$ cat src/rtl/alu_ctrl_pkg.sv
// Shared FSM state encoding, select code constants and counter-width helper for the ALU bus sequencer.
package alu_ctrl_pkg;

  typedef enum logic [1:0] {
    IDLE  = 2'd0,
    WAIT  = 2'd1,
    DRIVE = 2'd2
  } state_e;

  localparam int SEL_NONE  = 0;
  localparam int WS_RESULT = 1;
  localparam int WS_FLAGS  = 2;

  // Width of a down-counter that must hold max_val; never narrower than one bit.
  function automatic int cnt_w(input int max_val);
    return (max_val > 0) ? $clog2(max_val + 1) : 1;
  endfunction

endpackage

$ cat src/rtl/alu_bus_seq_if.sv
// Micro-op command handshake from the sequencer plus the registered load/drive strobes back to the datapath.
interface alu_bus_seq_if #(
  parameter int NUM_SRC = 3,
  parameter int NUM_DST = 2
);
  localparam int RS_W = $clog2(NUM_SRC + 1);
  localparam int WS_W = $clog2(NUM_DST + 1);

  logic               cmd_valid;
  logic               cmd_ready;
  logic [RS_W-1:0]    cmd_rs;
  logic [WS_W-1:0]    cmd_ws;
  logic [NUM_SRC-1:0] rd_en;
  logic [NUM_DST-1:0] wr_en;
  logic               busy;
  logic               err;

  modport master (
    output cmd_valid, cmd_rs, cmd_ws,
    input  cmd_ready, rd_en, wr_en, busy, err
  );

  modport slave (
    input  cmd_valid, cmd_rs, cmd_ws,
    output cmd_ready, rd_en, wr_en, busy, err
  );
endinterface

$ cat src/rtl/alu_sel_dec.sv
// Select code to one-hot decoder; code 0 gives all-zero, codes above N raise err.
// Latency: combinational.
// Backpressure: none, pure decode.
module alu_sel_dec #(
  parameter int N = 3,
  parameter int W = 2
) (
  input  logic [W-1:0] sel,
  output logic [N-1:0] onehot,
  output logic         err
);

  always_comb begin
    onehot = '0;
    for (int i = 0; i < N; i++) begin
      onehot[i] = (int'(sel) == i + 1);
    end
  end

  assign err = (int'(sel) > N);

endmodule

$ cat src/rtl/alu_bus_seq.sv
// Sequences ALU operand loads and bus drives, enforcing an operand-to-result settle time.
// Latency: strobes registered, one cycle after acceptance (drives may wait ALU_LAT cycles).
// Backpressure: cmd_ready only in IDLE; a drive command blocks intake until its drive window ends.
module alu_bus_seq
  import alu_ctrl_pkg::*;
#(
  parameter int NUM_SRC = 3,
  parameter int NUM_DST = 2,
  parameter int ALU_LAT = 2,
  parameter int DRV_CYC = 1
) (
  input  logic         clk,
  input  logic         rst_n,
  alu_bus_seq_if.slave bus
);

  localparam int RS_W  = $clog2(NUM_SRC + 1);
  localparam int WS_W  = $clog2(NUM_DST + 1);
  localparam int LAT_W = cnt_w(ALU_LAT);
  localparam int DRV_W = cnt_w(DRV_CYC - 1);
  localparam logic [LAT_W-1:0] LAT_RELOAD = LAT_W'(ALU_LAT);
  localparam logic [DRV_W-1:0] DRV_INIT   = DRV_W'(DRV_CYC - 1);

  state_e             state_q, state_d;
  logic [LAT_W-1:0]   lat_q, lat_d;
  logic [DRV_W-1:0]   drv_q, drv_d;
  logic [NUM_SRC-1:0] rd_hold_q, rd_hold_d;
  logic [NUM_DST-1:0] wr_hold_q, wr_hold_d;
  logic [NUM_SRC-1:0] rd_en_q, rd_en_d;
  logic [NUM_DST-1:0] wr_en_q, wr_en_d;
  logic               err_q, err_d;

  logic [NUM_SRC-1:0] rs_oh;
  logic [NUM_DST-1:0] ws_oh;
  logic               rs_bad, ws_bad;

  alu_sel_dec #(.N(NUM_SRC), .W(RS_W)) u_rs_dec (
    .sel    (bus.cmd_rs),
    .onehot (rs_oh),
    .err    (rs_bad)
  );

  alu_sel_dec #(.N(NUM_DST), .W(WS_W)) u_ws_dec (
    .sel    (bus.cmd_ws),
    .onehot (ws_oh),
    .err    (ws_bad)
  );

  always_comb begin
    state_d   = state_q;
    lat_d     = (lat_q != '0) ? lat_q - LAT_W'(1) : lat_q;
    drv_d     = drv_q;
    rd_hold_d = rd_hold_q;
    wr_hold_d = wr_hold_q;
    rd_en_d   = '0;
    wr_en_d   = '0;
    err_d     = 1'b0;

    unique case (state_q)
      IDLE: begin
        if (bus.cmd_valid) begin
          if (rs_bad || ws_bad) begin
            err_d = 1'b1;
          end else if (bus.cmd_ws == WS_W'(SEL_NONE)) begin
            if (bus.cmd_rs != RS_W'(SEL_NONE)) begin
              rd_en_d = rs_oh;
              lat_d   = LAT_RELOAD;
            end
          end else begin
            rd_hold_d = rs_oh;
            wr_hold_d = ws_oh;
            // lat_q is sampled before this edge's decrement, so 1 still blocks.
            if (lat_q == '0) begin
              state_d = DRIVE;
              wr_en_d = ws_oh;
              drv_d   = DRV_INIT;
              if (DRV_CYC == 1) rd_en_d = rs_oh;
            end else begin
              state_d = WAIT;
            end
          end
        end
      end
      WAIT: begin
        if (lat_q == '0) begin
          state_d = DRIVE;
          wr_en_d = wr_hold_q;
          drv_d   = DRV_INIT;
          if (DRV_CYC == 1) rd_en_d = rd_hold_q;
        end
      end
      DRIVE: begin
        if (drv_q == '0) begin
          state_d   = IDLE;
          rd_hold_d = '0;
          wr_hold_d = '0;
          if (rd_hold_q != '0) lat_d = LAT_RELOAD;
        end else begin
          wr_en_d = wr_hold_q;
          drv_d   = drv_q - DRV_W'(1);
          // Operand capture lands in the last drive cycle, when the bus is stable.
          if (drv_q == DRV_W'(1)) rd_en_d = rd_hold_q;
        end
      end
      default: state_d = IDLE;
    endcase
  end

  always_ff @(posedge clk or negedge rst_n) begin
    if (!rst_n) begin
      state_q   <= IDLE;
      lat_q     <= '0;
      drv_q     <= '0;
      rd_hold_q <= '0;
      wr_hold_q <= '0;
      rd_en_q   <= '0;
      wr_en_q   <= '0;
      err_q     <= 1'b0;
    end else begin
      state_q   <= state_d;
      lat_q     <= lat_d;
      drv_q     <= drv_d;
      rd_hold_q <= rd_hold_d;
      wr_hold_q <= wr_hold_d;
      rd_en_q   <= rd_en_d;
      wr_en_q   <= wr_en_d;
      err_q     <= err_d;
    end
  end

  assign bus.cmd_ready = (state_q == IDLE);
  assign bus.busy      = (state_q != IDLE) || (lat_q != '0);
  assign bus.rd_en     = rd_en_q;
  assign bus.wr_en     = wr_en_q;
  assign bus.err       = err_q;

endmodule

$ cat src/flat_wrapper.sv
// flat-port wrapper written by rule: the top's interface ports become plain ports
module alu_bus_seq_flat import alu_ctrl_pkg::*;
#(
  parameter int NUM_SRC = 3,
  parameter int NUM_DST = 2,
  parameter int ALU_LAT = 2,
  parameter int DRV_CYC = 1
)
  (clk, rst_n, bus_cmd_valid, bus_cmd_rs, bus_cmd_ws, bus_cmd_ready, bus_rd_en, bus_wr_en, bus_busy, bus_err);
  alu_bus_seq_if #(.NUM_SRC(NUM_SRC), .NUM_DST(NUM_DST)) bus_i ();
  input  logic clk;
  input  logic rst_n;
  input wire logic [$bits(bus_i.cmd_valid)-1:0] bus_cmd_valid;
  input wire logic [$bits(bus_i.cmd_rs)-1:0] bus_cmd_rs;
  input wire logic [$bits(bus_i.cmd_ws)-1:0] bus_cmd_ws;
  output wire logic [$bits(bus_i.cmd_ready)-1:0] bus_cmd_ready;
  output wire logic [$bits(bus_i.rd_en)-1:0] bus_rd_en;
  output wire logic [$bits(bus_i.wr_en)-1:0] bus_wr_en;
  output wire logic [$bits(bus_i.busy)-1:0] bus_busy;
  output wire logic [$bits(bus_i.err)-1:0] bus_err;
  assign bus_i.cmd_valid = bus_cmd_valid;
  assign bus_i.cmd_rs = bus_cmd_rs;
  assign bus_i.cmd_ws = bus_cmd_ws;
  assign bus_cmd_ready = bus_i.cmd_ready;
  assign bus_rd_en = bus_i.rd_en;
  assign bus_wr_en = bus_i.wr_en;
  assign bus_busy = bus_i.busy;
  assign bus_err = bus_i.err;
  alu_bus_seq #(.NUM_SRC(NUM_SRC), .NUM_DST(NUM_DST), .ALU_LAT(ALU_LAT), .DRV_CYC(DRV_CYC)) u_core (.clk(clk), .rst_n(rst_n), .bus(bus_i));
endmodule
$ cat config.mk
export PLATFORM = sky130hd
export DESIGN_NAME = alu_bus_seq_flat
export DESIGN_NICKNAME = d
export VERILOG_FILES = /design/src/rtl/alu_ctrl_pkg.sv /design/src/rtl/alu_bus_seq_if.sv /design/src/rtl/alu_sel_dec.sv /design/src/rtl/alu_bus_seq.sv /design/src/flat_wrapper.sv
export SDC_FILE = /design/constraint.sdc
export NUM_CORES = 1
export LEC_CHECK = 0
export CORE_MARGIN = 2
export CORE_UTILIZATION = 49
export DETAILED_ROUTE_END_ITERATION = 8
export GPL_TIMING_DRIVEN = 0
export PLACE_DENSITY = 0.76
export SLEW_MARGIN = 10
export SYNTH_ARGS = -nofsm -noshare
export SYNTH_HDL_FRONTEND = slang
export SYNTH_SLANG_ARGS = --single-unit
$ cat constraint.sdc
create_clock -name clk -period 1.7 [get_ports clk]
set_input_delay 0.34 -clock clk [delete_from_list [all_inputs] [get_ports clk]]
set_output_delay 0.34 -clock clk [all_outputs]
set_load 0.05 [all_outputs]
## Word level (Yosys, flattened, before mapping)

Index checks and enable logic that the tools add are counted.

| operators by class | value |
|---|---|
| add/subtract/negate cells | 2 |
| magnitude comparators | 1 |
| eq/ne operators | 12 |
| multiplexer cells | 47 |
| reductions and logical operators | 13 |

Operators by type and width:

| kind | count |
|---|---|
| $mux 2 | 22 |
| $mux 3 | 10 |
| $pmux 2 s3 | 2 |
| $eq 2x2->1 const B | 5 |
| $pmux 3 s3 | 1 |
| $mux 1 | 8 |
| $ne 2x2->1 const B | 4 |
| $pmux 2 s2 | 2 |
| $reduce_and 4->1 | 2 |
| $reduce_bool 2->1 | 4 |
| $logic_not 2->1 | 3 |
| $pmux 3 s2 | 1 |
| $reduce_bool 3->1 | 2 |
| $reduce_and 5->1 | 1 |
| $eq 2x1->1 const B | 2 |
| $pmux 1 s3 | 1 |
| $gt 2x2->1 const B | 1 |
| $ne 2x1->1 const B | 1 |
| $sub 2x1->2 const B | 1 |
| $logic_or 1x1->1 | 1 |
| $sub 1x1->1 const B | 1 |

| word-level totals | value |
|---|---|
| flip-flop bits (word level) | 16 |
| input bits | 7 |
| output and inout bits | 8 |

## Depth between registers and ports, before layout

| logic depth | value |
|---|---|
| word-level depth | 7 |
| mapped depth | 4 |

## Modules after synthesis

From an unflattened synthesis, not the netlist that was laid out.

| second synthesis, totals | value |
|---|---|
| cells, all modules | 70 |
| area, all modules | 755.7 um2 |

By module, submodules not included:

| module | instances | cells an instance | area an instance (um2) |
|---|---|---|---|
| alu_bus_seq | 1 | 62 | 699.4 |
| alu_sel_dec (u_core.u_rs_dec) | 1 | 5 | 33.8 |
| alu_sel_dec (u_core.u_ws_dec) | 1 | 3 | 22.5 |

## Least setup slack after synthesis

No wires, ideal clock.

| path | value |
|---|---|
| path kind | register to output |
| start point | register u_core.state_q[0] |
| end point | output port bus_cmd_ready |
| arrival | 1.205 ns |
| required time | 1.360 ns |
| setup slack | 0.155 ns |
| cell stages (with the launch flop) | 3 |
| cell sequence | dfrtp_1 > buf_2 > nor2_1 |

| on the way | value |
|---|---|
| word-level cells in the longest chain between the ends | 1 |

Ends and longest elaborated chain:

| item | line | RTL |
|---|---|---|
| start, declared | alu_bus_seq.sv:24 | `state_e state_q, state_d;` |
| start signal, assigned | alu_bus_seq.sv:120 | `state_q <= state_d;` |
| $logic_not 2->1 | alu_bus_seq.sv:131 | `assign bus.cmd_ready = (state_q == IDLE);` |
| end, declared | flat_wrapper.sv:16 | `output wire logic [$bits(bus_i.cmd_ready)-1:0] bus_cmd_ready;` |

Every way passes these cells.

## Worst setup path in the final report

| path | value |
|---|---|
| start point | register u_core.lat_q[0] |
| end point | output port bus_busy |

| on the way | value |
|---|---|
| word-level cells in the longest chain between the ends | 2 |

Ends and longest elaborated chain:

| item | line | RTL |
|---|---|---|
| start, declared | alu_bus_seq.sv:25 | `logic [LAT_W-1:0] lat_q, lat_d;` |
| start signal, assigned | alu_bus_seq.sv:121 | `lat_q <= lat_d;` |
| $reduce_bool 2->1 | alu_bus_seq.sv:132 | `assign bus.busy = (state_q != IDLE) \|\| (lat_q != '0);` |
| $logic_or 1x1->1 | alu_bus_seq.sv:132 |  |
| end, declared | flat_wrapper.sv:19 | `output wire logic [$bits(bus_i.busy)-1:0] bus_busy;` |

Every way passes these cells.

==> run metrics <==
commonest non-fill, non-tap cell in the layout dfrtp_1; unrepaired setup endpoints after global routing true; period utilisation layout 0.950; Max FO, Critical Path 7; area fraction of the dominant cell type after synthesis 0.493; normalized max-slew margin 0.572; Vert. Die Dim about 43 µm; die footprint around 1900 µm²; reg-to-reg startpoint u_core.rd_hold_q[2]; post-route minimum period between 1.5 and 2 ns; vias per cell roughly 5.6; Post-Synth Simple-Gate Area 0.265; DRC 0; fillers between 100 and 150; Final Hold Viols 0; Ports 15; final net count 101; CP max stage delay around 0.47 ns; pwr/cell area 1370 nW/µm²; CP startpoint kind register; Synth Flop Type dfrtp_1; Synth Net Count 84; hold wc startpoint bus_cmd_ws[1]; Synth warnings 0; hpwl dp 1.01 mm; clock power share 0.156; register-to-register setup slack around 0.41 ns; EDFF count, synth 0; sequential area share after synthesis 0.493; First-pass DRT Iterations 4; worst hold stages 3; Clock transition at path regs around 0.09 ns; Reg-to-Reg End u_core.lat_q[1]; post-CTS setup buffer count 0; CTS Buffer Depth 2; crit-path cells nor3_4, nand2b_1, buf_2; Worst EP required between 1 and 1.5 ns; Switching Share 0.434; H-tree depth 1; Yosys top cell by area dfrtp_1; placed insts between 100 and 150; CTS tree done; latest clock arrival within the worst-skew pair roughly 0.27 ns; final setup fails 0; GRT Total Usage 0.179; # port buffers 12; maxcap violations 0; Layout Area Growth over Synthesis 21.4%; most frequent cells in the layout dfrtp_1, a21oi_1, dlygate4sd2_1; Antenna Nets Post-Route 0; post-DR wirelength/cell approximately 12 µm; mapped cell area 761 µm²; Critical-path top delay cell dfrtp_2; fraction of registers with async set/reset 1.00; Crit Path Class register to output pin; HP Class input port to register; Int Power roughly 720 µW; Final Cell Area about 920 µm²; first-pass GRT wire length ~2.5 mm; XOR/XNOR share of the synthesized area 0.0329; Worst Hold Slack 0.330 ns; global placer's final weighted congestion between 0.7 and 0.8; largest net degree at the start of global routing 16; status finished, final reports clean; Syn Area/Cell between 9 and 10 µm²; layout cells sized above 1 0.172; sequential power share 0.402; f_max about 620 MHz; first-iteration detailed-routing DRC count 11; R2R cell count 3; drt total wl 1.33 mm; combinational share of power 0.442; Hold-fix buffers, CTS 0; Final Skew 0.000863 ns; FP Rows 14; GRT overflow 0; initial antenna violation count 0; vias in the first global route around 580; CTS Buf Count 3; Initial Util 0.511; routed via count ~600; Static Leak approximately 0.00044 µW; critical path arrival roughly 1.3 ns; Slew Limit Fails 0; mux cell area share after synthesis 0; compound-cell area share of the yosys netlist 0.161; total power draw between 1000 and 1500 µW; Core Region ~1500 µm²; Max rail drop VDD 0.771 mV; adder-cell share of the synthesized area 0; clock root cell clkbuf_4; sink of the worst hold path u_core.bus.wr_en[1]; final setup TNS 0 ns; main combinational cell family by area after synthesis simple AND/OR/NAND/NOR gates; Critical Path Sink Type output pin; Layout Cells excl Fill around 110; Switch Pwr approximately 550 µW; register bit total from synthesis 15; pin slew with the least headroom to its limit between 0.6 and 0.7 ns; top post-synthesis cells by area dfrtp_1, a21oi_1, or3_1; clk sink count 15; Synth cell types 27; Cell Area, Placed around 900 µm²; die width between 40 and 50 µm; antenna cell count 0; Syn Inst Count between 70 and 80
[through the flow]
stage | util | setup slack (ns)
floorplan | - | 0.155
global placement | 0.605 | -0.323
detailed placement | 0.605 | -0.317
CTS | 0.622 | 0.00127
global route | 0.620 | -0.00999
finish | 0.620 | 0.0853
[power by group through the flow]
| stage | sequential, µW | clock (µW) | combinational [µW] |
|---|---|---|---|
| 2_1_floorplan | 558 | 0 | 361 |
| 3_3_place_gp | 502 | 0 | 581 |
| 3_5_place_dp | 504 | 0 | 589 |
| 4_1_cts | 504 | 205 | 573 |
| 5_1_grt | 520 | 218 | 622 |
| 6_report | 510 | 198 | 561 |
[flip-flops by register name (all words and copies together) (netlist names)]
name / cells
u_core.bus.err: 1
u_core.bus.rd_en: 3
u_core.bus.wr_en: 2
u_core.lat_q: 2
u_core.rd_hold_q: 3
u_core.state_q: 2
u_core.wr_hold_q: 2
[synthesized netlist by cell type (2+ instances only)]
library cell / n
dfrtp_1: 15
a21oi_1: 7
nand2_1: 5
o21ai_1: 5
or3_1: 5
nand3_1: 4
nor2_1: 4
o21ai_0: 4
nor2b_1: 3
buf_2: 2
buf_6: 2
nand2b_1: 2
nand3b_1: 2
nor3_1: 2
nor3b_2: 2
or2b_1: 2
[worst max path at each step]
stage | to | slack [ns] | cells past startpoint | from
after floorplan | bus_cmd_ready | 0.15 | 2 | u_core.state_q[0]
after global placement | bus_busy | -0.32 | 4 | u_core.state_q[1]
after detailed placement | bus_busy | -0.32 | 4 | u_core.state_q[1]
after CTS | bus_cmd_ready | 0.001 | 3 | u_core.state_q[0]
after global routing | bus_busy | -0.01 | 4 | u_core.state_q[1]
final | bus_busy | 0.09 | 3 | u_core.lat_q[0]
[final cells by class]
class,count,area [µm²],share of cell area
timing repair buffer,12,103,0.111
clock buffer,4,26.3,0.0285
sequential,15,378,0.409
buffer,4,32.5,0.0352
tap,16,20.0,0.0217
multi-input combinational,57,360,0.390
inverter,1,3.75,0.00407
[routing by layer]
layer	track usage	share of wire	wire length, µm
met2	0.281	0.46	610
met1	0.240	0.49	646
met4	0.0727	0.0075	10
met5	0	0	0
met3	0.0417	0.045	60
[kinds of logic (layout without fill, tap and decap cells)]
kind of cell,count (synthesis),count (layout)
buf+inv,5,21
xor+xnor,2,2
flops,15,15
compound gates,21,21
simple gates,34,34
[worst max-delay path: cells and delay by family, from the launching register on]
| kind | cells | cell delay, ns |
|---|---|---|
| buffers and inverters | 1 | 0.21 |
| and+or+nand+nor | 2 | 0.32 |
| DFF | 1 | 0.47 |
[repair_timing]
item	4_1_cts	5_1_grt
resized for setup	17	3
setup endpoints to repair	8	2
pin swaps	0	1
gates cloned	0	0
Power figures use the tool's default switching activity.
